**config.mk**
```make
export PLATFORM = sky130hd
export DESIGN_NAME = scv_rominit_seq
export DESIGN_NICKNAME = d
export VERILOG_FILES = /design/src/rtl/scv_rominit_seq.sv
export SDC_FILE = /design/constraint.sdc
export NUM_CORES = 1
export LEC_CHECK = 0
export ABC_AREA = 1
export BUFFER_PORTS_ARGS = -buffer_cell sky130_fd_sc_hd__buf_2
export CAP_MARGIN = 15
export CELL_PAD_IN_SITES_DETAIL_PLACEMENT = 1
export CELL_PAD_IN_SITES_GLOBAL_PLACEMENT = 1
export CORE_MARGIN = 5
export CORE_UTILIZATION = 36
export DETAILED_ROUTE_END_ITERATION = 10
export PLACE_DENSITY = 0.78
export SLEW_MARGIN = 10
export SYNTH_ARGS = -nofsm -noshare
export SYNTH_HDL_FRONTEND = slang
export SYNTH_SLANG_ARGS = --single-unit
```
**constraint.sdc**
```tcl
create_clock -name clk -period 1.73 [get_ports clk]
set_input_delay 0 -clock clk [delete_from_list [all_inputs] [get_ports clk]]
set_output_delay 0 -clock clk [all_outputs]
set_load 0.005 [all_outputs]
```
**src/rtl/scv_rominit_seq.sv**
```systemverilog
// Splits one host download stream into the boot/chr/apu/cart ROM-init ports of the scv core
// and holds the core in reset until a complete load has been written.
module scv_rominit_seq #(
    parameter int unsigned BOOT_SIZE  = 4096,
    parameter int unsigned CHR_SIZE   = 1024,
    parameter int unsigned APU_SIZE   = 2048,
    parameter int unsigned CART_MAX   = 33554432,
    parameter int unsigned RESET_HOLD = 16
) (
    input  logic        clk,
    input  logic        res,
    input  logic        dl_start,
    input  logic        dl_valid,
    input  logic [7:0]  dl_data,
    input  logic        dl_last,
    output logic        dl_ready,
    output logic        rominit_sel_boot,
    output logic        rominit_sel_chr,
    output logic        rominit_sel_apu,
    output logic        rominit_sel_cart,
    output logic [24:0] rominit_addr,
    output logic [7:0]  rominit_data,
    output logic        rominit_valid,
    output logic [24:0] cart_size,
    output logic        core_resb,
    output logic        load_done,
    output logic        load_err
);

    localparam int unsigned ADDR_W = 25;
    localparam int unsigned OFF_W  = ADDR_W + 1;
    localparam int unsigned HOLD_W = $clog2(RESET_HOLD + 1) + 1;

    // sel encoding: [3]=boot [2]=chr [1]=apu [0]=cart
    localparam logic [3:0] SEL_BOOT = 4'b1000;
    localparam logic [3:0] SEL_CHR  = 4'b0100;
    localparam logic [3:0] SEL_APU  = 4'b0010;
    localparam logic [3:0] SEL_CART = 4'b0001;

    typedef enum logic [2:0] {
        S_IDLE, S_BOOT, S_CHR, S_APU, S_CART, S_HOLD, S_RUN, S_ERR
    } state_t;

    state_t              state, state_nxt;
    logic [OFF_W-1:0]    off, off_nxt;
    logic [HOLD_W-1:0]   hold_cnt, hold_nxt;
    logic [3:0]          sel_q, sel_nxt;
    logic [ADDR_W-1:0]   addr_q, addr_nxt;
    logic [7:0]          data_q, data_nxt;
    logic                valid_q, valid_nxt;
    logic [ADDR_W-1:0]   cart_size_q, cart_size_nxt;
    logic                resb_q, done_q, err_q;

    logic                accept;
    logic [OFF_W-1:0]    region_last;
    logic [3:0]          region_sel;
    state_t              region_next;

    assign dl_ready = (state inside {S_BOOT, S_CHR, S_APU, S_CART}) && !dl_start;
    assign accept   = dl_ready && dl_valid;

    // Fixed-size region decode for the three firmware images
    always_comb begin
        region_last = OFF_W'(BOOT_SIZE - 1);
        region_sel  = SEL_BOOT;
        region_next = S_CHR;
        case (state)
            S_CHR: begin
                region_last = OFF_W'(CHR_SIZE - 1);
                region_sel  = SEL_CHR;
                region_next = S_APU;
            end
            S_APU: begin
                region_last = OFF_W'(APU_SIZE - 1);
                region_sel  = SEL_APU;
                region_next = S_CART;
            end
            default: ;
        endcase
    end

    always_comb begin
        state_nxt     = state;
        off_nxt       = off;
        hold_nxt      = hold_cnt;
        sel_nxt       = sel_q;
        addr_nxt      = addr_q;
        data_nxt      = data_q;
        valid_nxt     = 1'b0;
        cart_size_nxt = cart_size_q;
        if (dl_start) begin
            state_nxt     = S_BOOT;
            off_nxt       = '0;
            cart_size_nxt = '0;
            sel_nxt       = '0;
        end else begin
            case (state)
                S_BOOT, S_CHR, S_APU: begin
                    if (accept) begin
                        valid_nxt = 1'b1;
                        data_nxt  = dl_data;
                        addr_nxt  = ADDR_W'(off);
                        sel_nxt   = region_sel;
                        if (off == region_last) begin
                            off_nxt   = '0;
                            state_nxt = region_next;
                        end else begin
                            off_nxt = off + OFF_W'(1);
                        end
                        // Only the final APU byte may end a stream that carries no cart
                        if (dl_last) begin
                            if (state == S_APU && off == region_last) begin
                                state_nxt = S_HOLD;
                                hold_nxt  = '0;
                            end else begin
                                state_nxt = S_ERR;
                            end
                        end
                    end
                end
                S_CART: begin
                    if (accept) begin
                        // Bytes beyond CART_MAX are swallowed; offset saturates there
                        if (off < OFF_W'(CART_MAX)) begin
                            valid_nxt     = 1'b1;
                            data_nxt      = dl_data;
                            addr_nxt      = ADDR_W'(off);
                            sel_nxt       = SEL_CART;
                            cart_size_nxt = ADDR_W'(off + OFF_W'(1));
                            off_nxt       = off + OFF_W'(1);
                        end
                        if (dl_last) begin
                            state_nxt = S_HOLD;
                            hold_nxt  = '0;
                        end
                    end
                end
                S_HOLD: begin
                    sel_nxt = '0;
                    if (hold_cnt == HOLD_W'(RESET_HOLD)) begin
                        state_nxt = S_RUN;
                    end else begin
                        hold_nxt = hold_cnt + HOLD_W'(1);
                    end
                end
                default: ;
            endcase
        end
    end

    always_ff @(posedge clk) begin
        if (res) begin
            state       <= S_IDLE;
            off         <= '0;
            hold_cnt    <= '0;
            sel_q       <= '0;
            addr_q      <= '0;
            data_q      <= '0;
            valid_q     <= 1'b0;
            cart_size_q <= '0;
            resb_q      <= 1'b0;
            done_q      <= 1'b0;
            err_q       <= 1'b0;
        end else begin
            state       <= state_nxt;
            off         <= off_nxt;
            hold_cnt    <= hold_nxt;
            sel_q       <= sel_nxt;
            addr_q      <= addr_nxt;
            data_q      <= data_nxt;
            valid_q     <= valid_nxt;
            cart_size_q <= cart_size_nxt;
            resb_q      <= (state_nxt == S_RUN);
            done_q      <= (state_nxt == S_RUN);
            err_q       <= (state_nxt == S_ERR);
        end
    end

    assign rominit_sel_boot = sel_q[3];
    assign rominit_sel_chr  = sel_q[2];
    assign rominit_sel_apu  = sel_q[1];
    assign rominit_sel_cart = sel_q[0];
    assign rominit_addr     = addr_q;
    assign rominit_data     = data_q;
    assign rominit_valid    = valid_q;
    assign cart_size        = cart_size_q;
    assign core_resb        = resb_q;
    assign load_done        = done_q;
    assign load_err         = err_q;

endmodule

```
==> run_results.csv <==
group,metric,value,unit
power_and_ir_drop,ir_worst_vdd,390,uV
critical_path,crit_path_top_delay_cell,"dfxtp_4",
timing,worst_pin_slew,0.911,ns
timing,whs,0.0692,ns
floorplanning,start_util,36.4,%
synthesis,syn_area,4560,um2
route,routed_wl,17.3,mm
critical_path,cp.arrival,2.14,ns
route,drt_iter0_drc,262,
finish,syn2layout_area_growth,40.9,%
synthesis,synth_compound_area_share,12.9,%
power_and_ir_drop,leakage,3.01,nW
route,detail_route.wl_per_cell,18.0,um
floorplanning,die_y,122,um
timing,max_freq,0.544,GHz
synthesis,syn-mean-instance-area,7.14,um2
synthesis,synth-xor-area-share,5.00,%
floorplanning,core.rowCount,41,
cts,cts-root-buf,"clkbuf_16",
critical_path,path_cells,"nand3_1 -> nor2_4 -> buf_4 -> nand4_1 -> nor2_2 -> xor2_1 -> buf_4 -> o21ai_1 -> inv_1",
critical_path,slowest_delay,0.38,ns
timing,tns,-0.547,ns
synthesis,synth_fa_ha_area_share,0.824,%
timing,relSlewSlack,39.2,%
grt,grt_pass1_vias,5039,
outcome,failed_checks,"setup timing",
route,drcViolationCount,0,
floorplanning,core,12500,um2
timing,rsz0062_at_grt,"true",
critical_path,setup.worst_path.start_class,"flip-flop",
timing,period_needed,1.84,ns
cts,h-tree-depth,3,
placed_design,post-dp-hpwl,11.0,mm
critical_path,critPathMaxFanout,4,
placed_design,numPortBuffers,79,
synthesis,seq_area_frac_synth,43.9,%
finish,drive_above_1_share,32.9,%
route,ant_nets,0,
cts,cts_num_sinks,100,
critical_path,cp.required,2.03,ns
synthesis,ys_types,37,
placed_design,dp_slack,-0.197,ns
grt,overflow,0,
grt,grt_pass1_wl,25.6,mm
timing,setup_slack,-0.107,ns
grt,antenna_found_initial,0,
timing,fin_skew,0.00712,ns
cts,cts_buffers,9,
synthesis,ys_ff_latch,100,
cts,clockBufferDepth,2,
critical_path,cp_top_family,"simple AND/OR/NAND/NOR gates",
finish,finalNonFillerCells,959,
timing,finalCritPeriodShare,106,%
timing,hold_viol_final,0,
power_and_ir_drop,p_per_area,750,nW/um2
worst_hold_path,min_path_type,"input pin to flip-flop",
critical_path,critPathMostFrequentCell,"buf_4",
timing,report.final.setup_viol,16,
synthesis,synthCells,638,
synthesis,syn-num-nets,654,
cts,cts_tree,"built",
floorplanning,die_area,15000,um2
finish,antenna_cells_inserted,0,
power_and_ir_drop,total_power,4.81,mW
synthesis,synth_mux_area_share,0,%
cts,clk_pin_slew_worst_paths,0.07,ns
run,cap_violations,0,
critical_path,path_buf_inv,3,
synthesis,synth_top_family_by_area,"simple AND/OR/NAND/NOR gates",
cts,worstSkewPairLatency,0.35,ns
critical_path,endpoint_kind,"flip-flop",
critical_path,critical_path_class,"flip-flop to flip-flop",
synthesis,yosys_warnings,0,
floorplanning,die_x,122,um
grt,groute.usage.overall,21.6,%
route,avgViaCountPerCell,5.09,
floorplanning,io_pins,80,
grt,grt_max_degree,59,
finish,num-nets-final,799,
placed_design,gp_congestion,0.886,
timing,slew_violations,0,
route,drt_first_pass_iters,5,
placed_design,dp.cells,917,
outcome,outcome,"complete, but fails checks",
synthesis,synth_simple_gate_area_share,30.3,%
route,vias,4880,
-- cells in the mapped netlist (all sizes together) --
cell type  count  area, um2
o211a          1       10.0
nor3          11       60.1
inv           48        180
nand4          5       31.3
clkbuf        15       56.3
o21ai         59        299
xnor2          9       78.8
nand3         27        153
a211oi         1       7.51
nand3b         1       7.51
dfxtp        100       2000
buf           13       83.8
and2           1       6.26
o21bai         1       7.51
nand2        127        507
o211ai         1       7.51
xor2          17        149
ha             3       37.5
nor2         150        614
o21a           1       7.51
a21oi         47        250
-- worst min-delay path, stage by stage --
cell and delay (ns):
buf_2 0.12, nor2_1 0.13, nand2_1 0.10, nor2_1 0.04
-- worst paths after layout --
path | startpoint | end | slack, ns | depth (start not counted)
worst max-delay path | off[1] | cart_size[21] | -0.11 | 9
worst min-delay path | dl_start | off[25] | 0.07 | 4
worst max register to register | off[1] | cart_size[21] | -0.11 | 9
worst min register to register | rominit_addr[23] | rominit_addr[23] | 0.46 | 2
-- report_power, final --
group	internal (mW)	total, mW	switching, mW
combinational	0.194	0.496	0.302
clock	1.04	1.93	0.887
sequential	2.35	2.39	0.0342
total	3.59	4.81	1.22
-- layer usage --
metal,global-route usage (%),vias up,share of wire [%]
li1,-,2317,-
met1,24.2,2436,39
met2,40.1,93,54
met3,4.61,34,3.8
met4,7.56,0,2.7
met5,0,-,0
-- metrics by stage --
stage	util (%)	cell area [um2]
after floorplan	-	4560
after global placement	44.2	5530
after detailed placement	44.2	5530
after CTS	48.5	6070
after global routing	51.3	6420
final	51.3	6420
-- placed cells by master (no fill, tap or decap), drive strengths merged --
cell and instances:
o211a 1, nand4 5, xor2 17, and2 1, dfxtp 100, nand2 128
nand3b 1, nand3 27, nor3 11, a21oi 48, o21ai 59, a211oi 1
o21bai 1, inv 48, o211ai 1, buf 148, dlygate4sd3 9, clkinv 2
ha 3, nor2 150, o21a 1, xnor2 9, clkbuf 16
-- repair_timing --
item,4_1_cts,5_1_grt
setup buffers,6,8
endpoints found under the setup margin,55,56
pin swaps,10,26
resized for setup,33,58
hold buffers,9,0
endpoints found under the hold margin,9,0
gates cloned,2,3
-- flip-flops by register name (all words and copies together) (netlist names) --
name and flops:
off 26, cart_size 25, rominit_addr 25, rominit_data 8, hold_cnt 6, sel_q 4
state 3, load_done 1, load_err 1, rominit_valid 1
-- kinds of logic after synthesis --
kind of cell               count (synthesis)
AOI/OAI and AO/OA                        111
adders and majority gates                  3
and+or+nand+nor                          322
DFF                                      100
xor gates and xnor gates                  26
buffers and inverters                     76
-- layout make-up --
cell class	count	area (um2)
Timing Repair Buffer	160	1160
Clock inverter	2	10.0
Fill cell	1625	6100
Inverter	48	188
Multi-Input combinational cell	464	2550
Clock buffer	13	260
Tap cell	172	215
Sequential cell	100	2030
(Power assumes the default switching activity.)
